$ cat config.mk
export PLATFORM = sky130hd
export DESIGN_NAME = mem_access
export DESIGN_NICKNAME = d
export VERILOG_FILES = /design/src/rtl/mem_access.sv
export SDC_FILE = /design/constraint.sdc
export NUM_CORES = 1
export LEC_CHECK = 0
export CAP_MARGIN = 30
export CORE_UTILIZATION = 30
export CTS_BUF_LIST = sky130_fd_sc_hd__clkbuf_8 sky130_fd_sc_hd__clkbuf_16
export CTS_CLUSTER_DIAMETER = 100
export DETAILED_ROUTE_END_ITERATION = 10
export HOLD_SLACK_MARGIN = 0.02
export SLEW_MARGIN = 10
export SYNTH_ARGS = -nofsm -noshare
export SYNTH_HDL_FRONTEND = slang
export SYNTH_SLANG_ARGS = --single-unit
export TNS_END_PERCENT = 5
$ cat constraint.sdc
create_clock -name clk -period 2.45 [get_ports clk]
set_input_delay 0.49 -clock clk [delete_from_list [all_inputs] [get_ports clk]]
set_output_delay 0.49 -clock clk [all_outputs]
set_load 0.005 [all_outputs]
$ cat src/rtl/mem_access.sv
// mem_access: MEM-stage data memory access FSM with byte/word formatting, stall generation and timeout
module mem_access #(
   parameter logic [7:0] TIMEOUT = 8'd255
) (
   input  logic        clk,
   input  logic        clr,
   input  logic        MemRead,
   input  logic        MemWrite,
   input  logic        LoadCtrl,
   input  logic        StoreCtrl,
   input  logic [31:0] alu_out,
   input  logic [31:0] rtData,
   input  logic        dm_ack,
   input  logic [31:0] dm_rdata,
   output logic        dm_req,
   output logic        dm_we,
   output logic [31:0] dm_addr,
   output logic [31:0] dm_wdata,
   output logic [3:0]  dm_be,
   output logic [31:0] dmOut,
   output logic        stall,
   output logic        misalign,
   output logic        dm_err
);
   typedef enum logic [1:0] {IDLE, WAIT, DONE} state_t;
   state_t      state_q;
   logic [7:0]  cnt_q;
   logic        req_q, we_q, err_q, ld_q, lb_q;
   logic [1:0]  lane_q;
   logic [31:0] addr_q, wdata_q, dmout_q;
   logic [3:0]  be_q;
   logic        access, store, word, start;
   logic [31:0] wdata_d, fmt_d;
   logic [3:0]  be_d;
   logic [7:0]  lane_byte;
   // decode the request, request payload and load formatting; a store wins over a simultaneous load
   always_comb begin
      access    = MemRead | MemWrite;
      store     = MemWrite;
      word      = store ? !StoreCtrl : !LoadCtrl;
      misalign  = clr & (state_q == IDLE) & access & word & (|alu_out[1:0]);
      start     = (state_q == IDLE) & access & !misalign;
      stall     = clr & (start | (state_q == WAIT));
      wdata_d   = !store ? 32'd0 : word ? rtData : {4{rtData[7:0]}};
      be_d      = (!store | word) ? 4'hF : 4'b0001 << alu_out[1:0];
      lane_byte = dm_rdata[{lane_q, 3'b000} +: 8];
      fmt_d     = lb_q ? {{24{lane_byte[7]}}, lane_byte} : dm_rdata;
   end
   // access FSM with registered memory-side outputs; the load kind and lane are captured at issue
   always_ff @(posedge clk or negedge clr) begin
      if (!clr) begin
         state_q <= IDLE;
         cnt_q   <= 8'd0;
         req_q   <= 1'b0;
         we_q    <= 1'b0;
         err_q   <= 1'b0;
         ld_q    <= 1'b0;
         lb_q    <= 1'b0;
         lane_q  <= 2'd0;
         addr_q  <= 32'd0;
         wdata_q <= 32'd0;
         be_q    <= 4'd0;
         dmout_q <= 32'd0;
      end else begin
         case (state_q)
            IDLE: if (start) begin
               state_q <= WAIT;
               cnt_q   <= 8'd0;
               req_q   <= 1'b1;
               we_q    <= store;
               addr_q  <= {alu_out[31:2], 2'b00};
               wdata_q <= wdata_d;
               be_q    <= be_d;
               ld_q    <= !store;
               lb_q    <= !store & LoadCtrl;
               lane_q  <= alu_out[1:0];
            end
            WAIT: if (dm_ack) begin
               state_q <= DONE;
               req_q   <= 1'b0;
               we_q    <= 1'b0;
               if (ld_q) dmout_q <= fmt_d;
            end else if (cnt_q == TIMEOUT - 8'd1) begin
               state_q <= DONE;
               req_q   <= 1'b0;
               we_q    <= 1'b0;
               err_q   <= 1'b1;
               if (ld_q) dmout_q <= 32'd0;
            end else begin
               cnt_q <= cnt_q + 8'd1;
            end
            default: state_q <= IDLE;
         endcase
      end
   end
   assign dm_req   = req_q;
   assign dm_we    = we_q;
   assign dm_addr  = addr_q;
   assign dm_wdata = wdata_q;
   assign dm_be    = be_q;
   assign dmOut    = dmout_q;
   assign dm_err   = err_q;
endmodule

# Yosys cells after proc, flatten, opt, wreduce, memory -nomap -nowiden

Index checks and enable logic that the tools add are counted.

Bits in registers: 115
Input bits: 103
Logic and storage cells: 70

Add/sub/neg operators: 1
Equality and inequality tests: 6
Shifts and indexed selects: 2
Mux-type cells: 23
Bitwise logic cells: 12
Reductions and logical operators: 14

Operators by type and width:

| kind                                                                     | number |
|---|---|
| 32-bit 2-to-1 mux                                                        | 7 |
| 32-bit by 6-bit indexed part select with 8-bit output                    | 1 |
| 8-bit 2-to-1 mux                                                         | 3 |
| 8-bit case mux with 2 select lines                                       | 1 |
| 3-bit AND reduction                                                      | 3 |
| 8-bit by 1-bit adder with 8-bit output (second input constant)           | 1 |
| 1-bit AND                                                                | 8 |
| 8-bit == test (second input constant)                                    | 1 |
| 2-bit 2-to-1 mux                                                         | 3 |
| 2-bit inequality test (second input constant)                            | 3 |
| 1-bit 2-to-1 mux                                                         | 5 |
| 1-bit logical NOT                                                        | 4 |
| 4-bit 2-to-1 mux                                                         | 1 |
| 1-bit case mux with 2 select lines                                       | 2 |
| 2-bit case mux with 2 select lines                                       | 1 |
| 2-bit AND reduction                                                      | 2 |
| 4-bit AND reduction                                                      | 1 |
| 2-bit nonzero test                                                       | 2 |
| 1-bit by 2-bit left shift with 4-bit output (first input constant)       | 1 |
| 3-bit by 2-bit inequality test with 1-bit output (second input constant) | 1 |
| 1-bit OR                                                                 | 3 |
| 2-bit by 1-bit == test with 1-bit output (second input constant)         | 1 |
| 2-bit logical NOT                                                        | 1 |
| 2-bit OR reduction                                                       | 1 |
| 1-bit inverter                                                           | 1 |

# Logic depth before layout (Yosys ltp)

Gate-level depths: netlist (run 1).

Depth after elaboration: 9
Gate-level depth with buffers: 7
Depth with buffers taken out: 6

# Worst setup path before layout (run 1)

OpenSTA, ideal clock, no wires.

Path kind: input -> output
Start: in MemWrite
End: out stall
Arrival time: 1,513 ps
Setup slack: 447 ps
Cell stages on the path: 5
Path buffers: 2
Path through: mux2_4 > o221ai_2 > buf_4 > buf_2 > a21boi_0

Longest elaborated chain between the ends: 8
Elaborated cells between the ends (all ways): 10
Classes of those cells: 1 x mux; 8 x bitwise; 1 x reduce/logical

Ends and longest elaborated chain:

| element                 | RTL line | source |
|---|---|---|
| start, declared         | 8        | `input logic MemWrite,` |
| 1-bit OR                | 38       | `access = MemRead \| MemWrite;` |
| 1-bit AND (3 in series) | 41       | `misalign = clr & (state_q == IDLE) & access & word & (\|alu_out[1:0]);` |
| 1-bit logical NOT       | 42       | `start = (state_q == IDLE) & access & !misalign;` |
| 1-bit AND *             | 42       |  |
| 1-bit OR *              | 43       | `stall = clr & (start \| (state_q == WAIT));` |
| 1-bit AND *             | 43       |  |
| end, declared           | 21       | `output logic stall,` |

Mark *: on every way between the ends. The rest lies on a longest branch, timed or not.

# Worst setup path in the final report (run 1)

Start: in StoreCtrl
End: out misalign

Longest elaborated chain between the ends: 4

Ends and longest elaborated chain:

| element                 | RTL line | source |
|---|---|---|
| start, declared         | 10       | `input logic StoreCtrl,` |
| 1-bit logical NOT       | 40       | `word = store ? !StoreCtrl : !LoadCtrl;` |
| 1-bit 2-to-1 mux        | 40       |  |
| 1-bit AND (2 in series) | 41       |  |
| end, declared           | 22       | `output logic misalign,` |

Every way passes these cells.

==> summary.md, run 1 <==
| Metric | Value |
|---|---|
| Total number of vias | `4438` |
| Antenna Nets Post-Route | `0` |
| Area growth syn-to-layout | `59.8%` |
| DIE AREA | `17200 sq um` |
| Clk_skew | `0.00742 ns` |
| Final #Nets | `761` |
| RR Endpoint | `dmOut[13]` |
| # IOs | `208` |
| Initial DRC count | `196` |
| Final Util | `49.7%` |
| Most frequent cells in the layout | `198 x clkdlybuf4s50_1, 115 x dfrtp_1, 66 x nand2_1, 35 x a21oi_1, 30 x mux2_2` |
| R2R Path Start | `cnt_q[0]` |
| Hold buffer count at cts | `0` |
| CTS Buf Count | `17` |
| # diodes | `0` |
| Final setup violation count | `0` |
| Netlist Area Pre-Place | `5010 sq um` |
| Pwr Density | `1190 nW/um^2` |
| Pin count of the biggest net entering global routing | `68` |
| Setup Crit Path Kind | `in -> out` |
| Switching Fraction | `29.7%` |
| Initial Util | `31.1%` |
| Hold Path Class | `in -> async` |
| Synthesis-stage register bit count | `115` |
| Max Clk Rate | `432 MHz` |
| Die height | `131 microns` |
| Non-filler cells, final | `885` |
| Synth cell types | `44` |
| Sink Count | `115` |
| Residual DRC | `0` |
| Reg2Reg Setup Slack | `0.48 ns` |
| RSZ-0062 raised after global routing | `false` |
| Logic pwr share | `39.9%` |
| Worst Path Required | `1.96 ns` |
| Via density | `5.01` |
| Mean Syn Cell Area | `11.4 sq um` |
| Fraction of layout instances using a drive strength above 1 | `15.1%` |
| Leading cell type in the layout, fill and taps excluded | `clkdlybuf4s50_1` |
| Slew headroom | `58.0%` |
| Crit path DAT | `1.82 ns` |
| Least-Margin Pin Slew | `0.631 ns` |
| Port bufs | `205` |
| Cell count after synthesis | `439` |
| EDFF count, synth | `0` |
| Wire per inst | `17.7 microns` |
| Final hold violations | `0` |
| Crit start category | `input port` |
| Setup ws final | `0.137 ns` |
| CP Cell Sequence | `clkdlybuf4s50_1 -> mux2_4 -> buf_4 -> nor4b_2 -> buf_2` |
| Fraction of registers with async set/reset | `100%` |
| Final Slew Violations | `0` |
| GRT Util Overall | `18.8%` |
| H-Tree Depth | `4` |
| Routed WL | `15700 microns` |
| Status | `finished clean` |
| Register area share after synthesis | `57.5%` |
| Post-route cell area | `8010 sq um` |
| Dpl hpwl | `11000 microns` |
| Pre-CTS WS | `-0.680 ns` |
| Final Total Pwr | `9.56 mW` |
| Worst reg-to-reg path cell count | `7` |
| Ys Warns | `0` |
| Pre-antenna DRT Iters | `4` |
| Primary FF master, synth | `dfrtp_1` |
| Minimum clock period | `2.31 ns` |
| Leak | `3.40 nW` |
| Routability cong. | `0.856` |
| Worst setup EP type | `output pin` |
| CP peak stage delay | `0.42 ns` |
| Final critical-path share of the clock period | `94.4%` |
| VDD IR max | `0.651 mV` |
| Part of the power in registers | `34.5%` |
| CTS Buffer Depth | `2` |
| Clk Latency, worst-skew pair | `0.41 ns` |
| Switching pwr | `2.83 mW` |
| Clock network power share | `25.6%` |
| CTS clk-pin slew, worst paths | `0.05 ns` |
| Die W | `131 microns` |
| Post-placement cell count | `851` |
| Critical path's slowest cell | `clkdlybuf4s50_1` |
| Row count | `46` |
| Vias in the first global route | `4652` |
| First-pass GRT wire length | `25100 microns` |
| Critical-path maximum fanout | `9` |
| CTS root buffer | `clkbuf_16` |
| Core area | `16100 sq um` |
| Number of antenna violations at the first check in global routing | `1` |
| Placed cell area | `7360 sq um` |
| Internal Pwr Total | `6.72 mW` |
| Maximum capacitance violations | `0` |
| Total gr overflow | `0` |
| CTS tree | `yes` |
[power by group through the flow]
stage / combinational, mW / clock, mW / sequential (mW)
2_1_floorplan: 1.54 / 0 / 3.29
3_3_place_gp: 3.79 / 0 / 3.28
3_5_place_dp: 3.81 / 0 / 3.30
4_1_cts: 3.84 / 2.51 / 3.30
5_1_grt: 4.13 / 2.60 / 3.41
6_report: 3.81 / 2.44 / 3.30
[stage by stage]
stage,hold WS (ns),setup TNS [ns]
floorplan,0.194,0
global placement,0.464,-19.47
detailed placement,0.472,-23.30
CTS,0.462,0
global route,0.274,0
finish,0.250,0
[critical path: cells and delay by family]
| kind | cells | cell delay, ns |
|---|---|---|
| mux | 1 | 0.29 |
| buf+inv | 3 | 0.78 |
| simple gates | 1 | 0.26 |
[cell usage after synthesis (2+ instances only)]
| cell | instances | area, sq um |
|---|---|---|
| inv_1 | 7 | 26.3 |
| mux2i_1 | 4 | 40.0 |
| clkbuf_1 | 9 | 33.8 |
| buf_4 | 7 | 52.6 |
| nand4_1 | 2 | 12.5 |
| o31ai_1 | 3 | 22.5 |
| dfrtp_1 | 115 | 2880 |
| nand2b_1 | 13 | 81.3 |
| o21ai_0 | 21 | 105 |
| ha_1 | 2 | 25.0 |
| mux2_2 | 30 | 338 |
| buf_2 | 17 | 85.1 |
| a221o_1 | 25 | 250 |
| a21oi_1 | 35 | 175 |
| nand3_1 | 13 | 65.1 |
| nor2_1 | 5 | 18.8 |
| nand2_1 | 66 | 248 |
| a31oi_1 | 7 | 43.8 |
| o2bb2ai_1 | 7 | 61.3 |
| a22o_1 | 24 | 210 |
| o211ai_1 | 4 | 30.0 |
[flip-flops by register name (all words and copies together) (netlist names), 2 cells and up]
signal,flops
dmOut,32
dm_be,4
dm_wdata,32
dm_addr,30
state_q,2
cnt_q,8
lane_q,2
[worst max-delay path by stage]
| stage | from | end | slack, ns | cells past startpoint |
|---|---|---|---|---|
| detailed placement | LoadCtrl | dm_addr[12] | -0.68 | 6 |
| global route | StoreCtrl | misalign | 0.04 | 5 |
| global placement | MemWrite | dm_addr[4] | -0.61 | 6 |
| finish | StoreCtrl | misalign | 0.14 | 5 |
| CTS | StoreCtrl | misalign | 0.03 | 5 |
| floorplan | MemWrite | stall | 0.45 | 5 |
[cell type report]
| class | count | area, sq um |
|---|---|---|
| clock buffers | 24 | 522 |
| clock inverters | 8 | 72.6 |
| fillers | 1451 | 8110 |
| inverters | 8 | 30.0 |
| multi-input cells | 284 | 1960 |
| flip-flops and latches | 115 | 2880 |
| well taps | 216 | 270 |
| repair buffers | 230 | 2270 |
[routing by layer]
metal | GRT usage, % | routed length (microns) | vias up
met2 | 28.2 | 6870 | 226
li1 | - | - | 2046
met4 | 7.91 | 319 | 2
met1 | 23.3 | 6810 | 2136
met5 | 0 | 17 | -
met3 | 8.49 | 1680 | 28
[kinds of logic (layout without fill, tap and decap cells)]
group,after synthesis,count (layout),share of synthesized area [%]
AOI/OAI and AO/OA,136,136,19.6
adders and majority gates,2,2,0.500
buffers and inverters,41,270,4.02
DFF,115,115,57.5
muxes,36,36,8.29
other,1,2,0.0749
and+or+nand+nor,108,108,10.0
[timing repair]
item                                    in CTS  in global routing
setup buffers                                1                  0
resized for setup                           18                  3
pin swaps                                    2                  0
endpoints found under the setup margin      26                 12
No activity file was read; power rests on OpenSTA's default activity.
==> run 2, diff against run 1 <==
--- a/config.mk
+++ b/config.mk
@@ -6,11 +6,12 @@
 export NUM_CORES = 1
 export LEC_CHECK = 0
 export CAP_MARGIN = 30
-export CORE_UTILIZATION = 30
+export CORE_UTILIZATION = 35
 export CTS_BUF_LIST = sky130_fd_sc_hd__clkbuf_8 sky130_fd_sc_hd__clkbuf_16
 export CTS_CLUSTER_DIAMETER = 100
 export DETAILED_ROUTE_END_ITERATION = 10
 export HOLD_SLACK_MARGIN = 0.02
+export PLACE_DENSITY = 0.68
 export SLEW_MARGIN = 10
 export SYNTH_ARGS = -nofsm -noshare
 export SYNTH_HDL_FRONTEND = slang
==> run 2 against run 1 <==
  * Clock-buffer cell count down 3
  * Total power is 0.57% lower
  * Cell area shrank 0.80%
  * Setup slack got worse by 0.11 ns
  * Sequential power barely moved
  * Non-clock buffer count down 2
  * Largest power group unchanged
  * Highest routed layer is now met4
==> summary.md, run 2 (synthesis gave the netlist of run 1 again) <==
| Metric | Value |
|---|---|
| RR Endpoint | `dmOut[17]` |
| Final hold violations | `0 (unchanged)` |
| Worst Path Required | `1.96 ns (about the same)` |
| Worst reg-to-reg path cell count | `7 (unchanged)` |
| Leading cell type in the layout, fill and taps excluded | `clkdlybuf4s50_1` |
| Maximum capacitance violations | `0 (unchanged)` |
| Crit start category | `input port` |
| Fillers | `1179 (-19%)` |
| R2R Path Start | `cnt_q[0]` |
| Routability cong. | `0.843 (-1.4%)` |
| Residual DRC | `0 (unchanged)` |
| Number of antenna violations at the first check in global routing | `0 (-1)` |
| CTS tree | `yes` |
| Most frequent cells in the layout | `198 x clkdlybuf4s50_1, 115 x dfrtp_1, 66 x nand2_1, 35 x a21oi_1, 30 x mux2_2` |
| GRT Util Overall | `20.8% (+2.0 points)` |
| CP Cell Sequence | `clkdlybuf4s50_1 -> mux2_4 -> buf_4 -> nor4b_1 -> dlygate4sd2_1` |
| Antenna Nets Post-Route | `0 (unchanged)` |
| Initial Util | `35.9% (+4.9 points)` |
| Least-Margin Pin Slew | `0.793 ns (+0.162 ns)` |
| First-pass GRT wire length | `23200 microns (-7.4%)` |
| Final setup violation count | `0 (unchanged)` |
| Leak | `3.44 nW (+1.0%)` |
| # diodes | `0 (unchanged)` |
| Total negative slack | `0 ns (unchanged)` |
| Die W | `122 microns (-7.3%)` |
| Pwr Density | `1200 nW/um^2 (+0.23%)` |
| Initial DRC count | `222 (+13%)` |
| CTS root buffer | `clkbuf_16` |
| CTS Buf Count | `17 (unchanged)` |
| Total number of vias | `4339 (-2.2%)` |
| Reg2Reg Setup Slack | `0.53 ns (+0.05 ns)` |
| Slew headroom | `47.2% (-11 points)` |
| Minimum clock period | `2.42 ns (+0.107 ns)` |
| Final critical-path share of the clock period | `98.8% (+4.4 points)` |
| Core area | `13900 sq um (-14%)` |
| Setup Crit Path Kind | `in -> out` |
| Max Clk Rate | `413 MHz (-4.4%)` |
| Vias in the first global route | `4427 (-4.8%)` |
| Clk Latency, worst-skew pair | `0.41 ns (about the same)` |
| Top delay family on crit path | `buffers and inverters` |
| Die height | `122 microns (-7.3%)` |
| Hold buffer count at cts | `0 (unchanged)` |
| Pin count of the biggest net entering global routing | `107 (+57%)` |
| Setup ws final | `0.0303 ns (-0.107 ns)` |
| Worst Path Buf+Inv | `3 (unchanged)` |
| Post-route cell area | `7940 sq um (-0.80%)` |
| Dpl hpwl | `10700 microns (-2.9%)` |
| Critical-path maximum fanout | `3 (-6)` |
| CTS Buffer Depth | `2 (unchanged)` |
| Critical path's slowest cell | `clkdlybuf4s50_1` |
| Crit path DAT | `1.93 ns (+0.11 ns)` |
| DIE AREA | `14800 sq um (-14%)` |
| RSZ-0062 raised after global routing | `false` |
| VDD IR max | `0.604 mV (-7.2%)` |
| CP peak stage delay | `0.43 ns (about the same)` |
| CTS clk-pin slew, worst paths | `0.05 ns (about the same)` |
| Sink Count | `115 (unchanged)` |
| Pre-CTS WS | `-0.485 ns (+0.195 ns)` |
| Port bufs | `205 (unchanged)` |
| # IOs | `208 (unchanged)` |
| Routed WL | `14800 microns (-5.6%)` |
| Placed cell area | `7320 sq um (-0.54%)` |
| Clk_skew | `0.00925 ns (+0.00183 ns)` |
| Row count | `43 (-6.5%)` |
| H-Tree Depth | `4 (unchanged)` |
| Fraction of layout instances using a drive strength above 1 | `14.1% (-1.0 points)` |
| Via density | `5.12 (+2.2%)` |
| Final Slew Violations | `0 (unchanged)` |
| Final Total Pwr | `9.50 mW (-0.57%)` |
| Area growth syn-to-layout | `58.6%` |
| Total gr overflow | `0 (unchanged)` |
| Hold Path Class | `in -> async` |
| Pre-antenna DRT Iters | `4 (unchanged)` |
| Status | `finished clean` |
| Wire per inst | `17.5 microns (-1.4%)` |
| Worst setup EP type | `output pin` |
| Final #Nets | `759 (-0.26%)` |
run 2: cell types whose count changed in the layout (fill, tap and decap cells not counted), sizes merged:
cell | previous run | this run
clkinv | 4 | 5
dlygate4sd2 | 4 | 2
inv | 8 | 11
clkinvlp | 3 | 1
bufinv | 1 | 2
clkbuf | 25 | 21
buf | 27 | 24
dlymetal6s2s | 0 | 4
run 2: final cells by class:
cell class                      count  area (sq um)  share of cell area [%]
Multi-Input combinational cell    284          1960                    24.7
Clock buffer                       21           480                    6.05
Timing Repair Buffer              228          2260                    28.4
Sequential cell                   115          2880                    36.2
Inverter                            8          30.0                   0.378
Tap cell                          180           225                    2.84
Clock inverter                     11           111                    1.40
run 2: how the worst max path moves through the flow:
| stage | cells after the start | startpoint | endpoint |
|---|---|---|---|
| finish | 5 | LoadCtrl | misalign |
| global route | 5 | LoadCtrl | misalign |
| CTS | 7 | alu_out[1] | stall |
| detailed placement | 7 | alu_out[1] | stall |
| global placement | 7 | alu_out[1] | stall |
| floorplan | 5 | MemWrite | stall |
run 2: per-layer routing:
| layer | share of wire, % | wire length [microns] | up-vias | global-route usage, % |
|---|---|---|---|---|
| li1 | - | - | 2044 | - |
| met3 | 11 | 1670 | 19 | 8.94 |
| met2 | 46 | 6770 | 213 | 32.7 |
| met1 | 41 | 6130 | 2063 | 25.4 |
| met5 | 0 | 0 | - | 0 |
| met4 | 1.7 | 252 | 0 | 7.56 |
run 2: timing repair:
action	in CTS	in global routing
setup buffers	0	1
endpoints found under the setup margin	2	1
resized for setup	6	6
pin swaps	0	3
run 2: where the power goes:
part / internal (mW) / total (mW) / switching, mW
Clock: 1.59 / 2.43 / 0.845
Combinational: 2.39 / 3.78 / 1.40
Sequential: 2.76 / 3.29 / 0.530
run 2: metrics by stage:
stage                     instances  utilization [%]  hold WS (ns)
after floorplan                 440                -         0.194
after global placement          814             52.5         0.466
after detailed placement        814             52.5         0.475
after CTS                       846             56.8         0.271
after global routing            847             57.0         0.311
final                           847             57.0         0.251
==> run 3, diff against run 2 <==
--- a/config.mk
+++ b/config.mk
@@ -5,13 +5,14 @@
 export SDC_FILE = /design/constraint.sdc
 export NUM_CORES = 1
 export LEC_CHECK = 0
+export ABC_AREA = 1
 export CAP_MARGIN = 30
 export CORE_UTILIZATION = 35
 export CTS_BUF_LIST = sky130_fd_sc_hd__clkbuf_8 sky130_fd_sc_hd__clkbuf_16
 export CTS_CLUSTER_DIAMETER = 100
 export DETAILED_ROUTE_END_ITERATION = 10
 export HOLD_SLACK_MARGIN = 0.02
-export PLACE_DENSITY = 0.68
+export PLACE_DENSITY = 0.66
 export SLEW_MARGIN = 10
 export SYNTH_ARGS = -nofsm -noshare
 export SYNTH_HDL_FRONTEND = slang
==> run 3 against run 2 <==
  * Cell area rose by 3.5%
  * Sequential power fell by 3%
  * Combinational power barely moved
  * Maximum frequency rose by 4.5%
  * Flip-flop and latch count did not move
  * Register-to-register slack improved by 0.18 ns
  * Utilization fell by 1.3 points
  * Critical endpoint is now stall
==> summary.md, run 3 <==
| Metric | Value |
|---|---|
| Critical-path maximum fanout | `4 (+1)` |
| Non-filler cells, final | `1116 (+32%)` |
| CTS clk-pin slew, worst paths | `0.05 ns (about the same)` |
| Maximum capacitance violations | `0 (unchanged)` |
| Fraction of layout instances using a drive strength above 1 | `7.51% (-6.6 points)` |
| RSZ-0062 raised after global routing | `false` |
| Placed cell area | `7580 sq um (+3.5%)` |
| # diodes | `0 (unchanged)` |
| Routed WL | `15600 microns (+5.2%)` |
| Post-placement cell count | `1083 (+33%)` |
| Routability cong. | `0.827 (-2.0%)` |
| Top cells by area, synth | `dfrtp_1 54%, nand2_1 31%, nand3_1 2.2%` |
| Leading cell type in the layout, fill and taps excluded | `nand2_1` |
| Synth top cells by count | `446 x nand2_1, 115 x dfrtp_1, 26 x inv_1, 24 x nand3_1` |
| Setup ws final | `0.134 ns (+0.104 ns)` |
| Final #Nets | `1024 (+35%)` |
| Sink Count | `115 (unchanged)` |
| Antenna Nets Post-Route | `0 (unchanged)` |
| Area leader, netlist | `dfrtp_1` |
| Hold Path Class | `in -> async` |
| Worst setup EP type | `output pin` |
| CTS root buffer | `clkbuf_16` |
| Port bufs | `205 (unchanged)` |
| Final Total Pwr | `9.52 mW (+0.19%)` |
| Logic pwr share | `39.9% (about the same)` |
| Dpl hpwl | `10800 microns (+1.5%)` |
| Least-Margin Pin Slew | `0.643 ns (-0.150 ns)` |
| Pre-antenna DRT Iters | `4 (unchanged)` |
| H-Tree Depth | `4 (unchanged)` |
| Die height | `126 microns (+3.4%)` |
| Post-cts sizing count | `4 (-2)` |
| Clock network power share | `26.6% (+1.0 points)` |
| Status | `finished clean` |
| Most repeated cell in the gate-level netlist after synthesis | `nand2_1` |
| Final Slew Violations | `0 (unchanged)` |
| Internal Pwr Total | `6.31 mW (-6.2%)` |
| VDD IR max | `0.538 mV (-11%)` |
| Initial DRC count | `232 (+4.5%)` |
| Worst Path Required | `1.96 ns (about the same)` |
| Pre-CTS WS | `-0.169 ns (+0.315 ns)` |
| CTS Buf Count | `17 (unchanged)` |
| Part of the power in registers | `33.4% (-1.2 points)` |
| Area growth syn-to-layout | `53.5%` |
| Die W | `126 microns (+3.4%)` |
| Initial Util | `36.3% (+0.36 points)` |
| DIE AREA | `15800 sq um (+6.8%)` |
| Register area share after synthesis | `53.7% (-3.7 points)` |
| Total gr overflow | `0 (unchanged)` |
| Final critical-path share of the clock period | `94.5% (-4.2 points)` |
| Max Clk Rate | `432 MHz (+4.5%)` |
| Netlist Area Pre-Place | `5360 sq um (+6.9%)` |
| Vias in the first global route | `4991 (+13%)` |
| EDFF count, synth | `0 (unchanged)` |
| Post-route cell area | `8220 sq um (+3.5%)` |
| Yosys top cell area share | `53.7% (-3.7 points)` |
| Cell count after synthesis | `707 (+61%)` |
| Clk_skew | `0.00582 ns (-0.00343 ns)` |
| Row count | `44 (+2.3%)` |
| Crit path DAT | `1.83 ns (-0.10 ns)` |
| Synthesis-stage register bit count | `115 (unchanged)` |
| Setup Crit Path Kind | `in -> out` |
| CTS tree | `yes` |
| Primary FF master, synth | `dfrtp_1` |
| Total number of vias | `5032 (+16%)` |
| Slew headroom | `57.2% (+10 points)` |
| GRT Util Overall | `21.0% (+0.13 points)` |
| Leak | `4.24 nW (+23%)` |
| Most frequent cells in the layout | `446 x nand2_1, 202 x clkdlybuf4s50_1, 115 x dfrtp_1, 26 x inv_1, 24 x nand3_1` |
| Pin count of the biggest net entering global routing | `73 (-32%)` |
| Postcts setup bufs | `0 (unchanged)` |
| Hold buffer count at cts | `0 (unchanged)` |
| CTS Buffer Depth | `2 (unchanged)` |
| Crit start category | `input port` |
| Switching Fraction | `33.7% (+4.5 points)` |
| Number of antenna violations at the first check in global routing | `0 (unchanged)` |
| Final hold violations | `0 (unchanged)` |
| Wire per inst | `14.0 microns (-20%)` |
| Worst reg-to-reg path cell count | `7 (unchanged)` |
| Fraction of registers with async set/reset | `100% (unchanged)` |
| Clk Latency, worst-skew pair | `0.42 ns (about the same)` |
| # IOs | `208 (unchanged)` |
| Core area | `14800 sq um (+5.9%)` |
| Final setup violation count | `0 (unchanged)` |
| Residual DRC | `0 (unchanged)` |
| Ys Warns | `0 (unchanged)` |
| Pwr Density | `1160 nW/um^2 (-3.2%)` |
| Synth cell types | `27 (-39%)` |
| Switching pwr | `3.21 mW (+16%)` |
| First-pass GRT wire length | `25800 microns (+11%)` |
| Via density | `4.51 (-12%)` |
| Minimum clock period | `2.32 ns (-0.104 ns)` |
| Mean Syn Cell Area | `7.58 sq um (-34%)` |
-- run 3: changes by cell type after synthesis, moves of 19 or more --
| cell | before | now |
|---|---|---|
| a21oi_1 | 35 | 4 |
| a221o_1 | 25 | 0 |
| a22o_1 | 24 | 0 |
| inv_1 | 7 | 26 |
| mux2_2 | 30 | 0 |
| nand2_1 | 66 | 446 |
-- run 3: area by class of cell --
cell class | count | area [sq um]
clock buffers | 17 | 425
well taps | 184 | 230
repair buffers | 223 | 2230
clock inverters | 15 | 185
fillers | 1383 | 6530
flip-flops and latches | 115 | 2880
multi-input cells | 532 | 2160
inverters | 30 | 113
-- run 3: power by group through the flow --
| stage | Combinational [mW] | Clock (mW) | Sequential (mW) |
|---|---|---|---|
| 2_1_floorplan | 1.66 | 0 | 3.21 |
| 5_1_grt | 4.24 | 2.68 | 3.29 |
| 4_1_cts | 3.85 | 2.60 | 3.19 |
| 6_report | 3.80 | 2.54 | 3.18 |
| 3_3_place_gp | 3.80 | 0 | 3.19 |
| 3_5_place_dp | 3.85 | 0 | 3.18 |
-- run 3: final timing paths --
kind                            start          end  slack (ns)
setup / recovery             MemWrite        stall        0.13
hold / removal                    clr     cnt_q[3]        0.16
setup reg to reg           state_q[1]  dm_addr[30]        0.71
hold reg to reg             dmOut[14]    dmOut[14]        0.47
max in group asynchronous         clr   dm_addr[9]        1.29
min in group clk            dmOut[14]    dmOut[14]        0.47
-- run 3: cells by family after synthesis --
logic type | share of synthesized area [%]
other | 0.0700
adders and majority gates | 0.467
xor gates and xnor gates | 0.491
and+or+nand+nor | 37.2
DFF | 53.7
AOI/OAI and AO/OA | 1.92
buffers and inverters | 6.10
-- run 3: per-stage QoR --
step	util (%)	TNS (ns)	hold slack, ns
floorplan	-	0	0.194
global placement	51.4	-3.16	0.461
detailed placement	51.4	-5.21	0.464
CTS	55.5	0	0.177
global route	55.7	0	0.209
finish	55.7	0	0.163
-- run 3: worst max-delay path, cell delays in order --
cell             delay, ns
clkdlybuf4s50_1       0.56
nor2_1                0.11
nor3_2                0.16
nand2_2               0.08
a21oi_1               0.11
dlygate4sd2_1         0.32
-- run 3: routing by layer --
| layer | GRT usage [%] | share of wire, % | vias up |
|---|---|---|---|
| li1 | - | - | 2567 |
| met1 | 25.7 | 44 | 2245 |
| met2 | 33.1 | 45 | 200 |
| met3 | 8.50 | 9.4 | 20 |
| met4 | 7.82 | 1.6 | 0 |
| met5 | 0 | 0 | - |
==> patch 1, RTL diff (flow settings as in run 2) <==
Change the parameter `TIMEOUT` from 8'd255 to 8'd191.
--- a/src/rtl/mem_access.sv
+++ b/src/rtl/mem_access.sv
@@ -1,6 +1,6 @@
 // mem_access: MEM-stage data memory access FSM with byte/word formatting, stall generation and timeout
 module mem_access #(
-   parameter logic [7:0] TIMEOUT = 8'd255
+   parameter logic [7:0] TIMEOUT = 8'd191
 ) (
    input  logic        clk,
    input  logic        clr,
Formal check against the unedited RTL: same outputs for any inputs over 4 cycles, from zero or initial values; that may be too few to reach the edited logic, so the function may still have changed.
==> patch 1 against run 2 <==
Sequential cell count stayed put; combinational power up 3%; synthesized area is 2.3% higher; worst setup slack improved by 0.043 ns; highest routed layer unchanged; non-clock buffer count grew 6; wire length up 3.7%; cell count rose by 6.4%; design area increased by 2.7%; largest cell class unchanged; total power increased by 4.9%.
==> patch 1: results (changes against run 2) <==
<table>
<tr><th>Metric</th><th>Value</th></tr>
<tr><th colspan="2">Outcome</th></tr>
<tr><td>Status</td><td>finished clean</td></tr>
<tr><th colspan="2">Place</th></tr>
<tr><td>HPWL after detailed placement</td><td>10.9 mm (+2.3%)</td></tr>
<tr><td>Gp weighted congestion</td><td>0.871 (+3.3%)</td></tr>
<tr><td>Placed instance area</td><td>7480 µm² (+2.2%)</td></tr>
<tr><th colspan="2">Yosys</th></tr>
<tr><td>Cell types with the largest area share after synthesis</td><td>dfrtp_1, nand2_1, mux2i_1</td></tr>
<tr><td>Sequential share of the synthesized area</td><td>56.2% (-1.3 points)</td></tr>
<tr><td>Post-Synth XOR/XNOR Area</td><td>0.171% (+0.17 points)</td></tr>
<tr><td>Adder-Cell Fraction of Synth Area</td><td>0.488% (-0.011 points)</td></tr>
<tr><td>Compound-gate portion of the synthesized area</td><td>17.8% (-1.8 points)</td></tr>
<tr><td>Multiplexer share of the synthesized area</td><td>6.15% (-2.1 points)</td></tr>
<tr><td>Most common library cells after synthesis</td><td>nand2_1, dfrtp_1, mux2i_1</td></tr>
<tr><th colspan="2">Power</th></tr>
<tr><td>Total leakage power</td><td>3.66 nW (+6.4%)</td></tr>
<tr><td>Largest voltage drop on the vdd net</td><td>0.541 mV (-11%)</td></tr>
<tr><th colspan="2">Clock tree</th></tr>
<tr><td>Number of H-tree branching levels</td><td>4 (unchanged)</td></tr>
<tr><th colspan="2">Detailed routing</th></tr>
<tr><td>Vias after detailed routing</td><td>4587 (+5.7%)</td></tr>
<tr><td>Initial DRC count</td><td>314 (+41%)</td></tr>
<tr><td>Average routed wire per standard cell</td><td>17.1 µm (-2.5%)</td></tr>
<tr><th colspan="2">Critical path</th></tr>
<tr><td>Capture point of the worst reg-to-reg path</td><td>dmOut[18]</td></tr>
<tr><td>Critical path destination</td><td>stall</td></tr>
<tr><td>Arrival time of data at the critical path endpoint</td><td>1.89 ns (-0.04 ns)</td></tr>
<tr><th colspan="2">Global routing</th></tr>
<tr><td>Pin count of the biggest net entering global routing</td><td>64 (-40%)</td></tr>
<tr><td>First-pass GRT wire length</td><td>23.8 mm (+2.5%)</td></tr>
<tr><td>Total global routing track utilization</td><td>20.8% (-0.051 points)</td></tr>
<tr><th colspan="2">Timing</th></tr>
<tr><td>Worst Max-Slew Pin Slew</td><td>0.810 ns (+0.0174 ns)</td></tr>
<tr><td>Worst Skew</td><td>0.00996 ns (+0.000711 ns)</td></tr>
<tr><th colspan="2">Cells and area</th></tr>
<tr><td>Fraction of final layout cells sized beyond drive strength 1</td><td>11.8% (-2.3 points)</td></tr>
</table>
patch 1: cell count changes after synthesis, moves of 9 or more:
cell | run 2 | this run
clkbuf_1 | 9 | 22
mux2_2 | 30 | 0
mux2i_1 | 4 | 27
a22o_1 | 24 | 1
o31ai_2 | 0 | 17
a21oi_1 | 35 | 10
buf_2 | 17 | 8
nand2_1 | 66 | 148
patch 1: layout make-up:
type | count | area share (%)
Multi-Input combinational cell | 335 | 25.5
Inverter | 6 | 0.276
Clock buffer | 17 | 5.22
Clock inverter | 14 | 2.90
Tap cell | 180 | 2.76
Sequential cell | 115 | 35.3
Timing Repair Buffer | 234 | 28.0
patch 1: kinds of logic (layout without fill, tap and decap cells):
kind of cell	Yosys count	after routing
mux	29	29
buf+inv	42	271
other cells	1	2
flops	115	115
xor+xnor	1	1
compound gates	111	111
fa+ha+maj	2	2
simple gates	190	190
patch 1: per-layer routing:
layer	part of all wire, %	global-route usage (%)	vias to the layer above	routed length (µm)
li1	-	-	2168	-
met3	8.7	8.30	20	1340
met2	49	35.3	163	7540
met5	0	0	-	0
met4	1.8	7.08	0	282
met1	40	23.7	2236	6210
patch 1: critical path: cells and delay by family:
family | cells | cell delay (ns)
buffers and inverters | 2 | 0.56
AOI/OAI and AO/OA | 3 | 0.84
patch 1: worst min path at each step:
| stage | slack (ns) | startpoint | endpoint | cells after the start |
|---|---|---|---|---|
| global route | 0.29 | clr | dmOut[4] | 2 |
| detailed placement | 0.46 | dm_addr[29] | dm_addr[29] | 2 |
| global placement | 0.45 | dm_err | dm_err | 1 |
| finish | 0.24 | clr | dmOut[29] | 2 |
| floorplan | 0.19 | clr | cnt_q[0] | 0 |
| CTS | 0.26 | clr | dm_addr[11] | 2 |
patch 1: timing repair:
item	CTS	global route
endpoints found under the setup margin	2	1
pin swaps	2	3
setup buffers	1	1
gates resized for setup	4	4
patch 1: where the power goes:
part	internal [W]	total, W	leakage [nW]	switching (W)
registers	0.00276	0.00330	1.46	0.000540
logic	0.00228	0.00388	1.89	0.00160
clock network	0.00190	0.00278	0.307	0.000888
total	0.00694	0.00996	3.66	0.00302
patch 1: metrics by stage:
stage               cells  worst slack (ns)  util, %
floorplan             492             0.337        -
global placement      868            -0.355     53.1
detailed placement    868            -0.344     53.1
CTS                   900           -0.0190     57.8
global route          901            0.0218     57.8
finish                901            0.0736     57.8
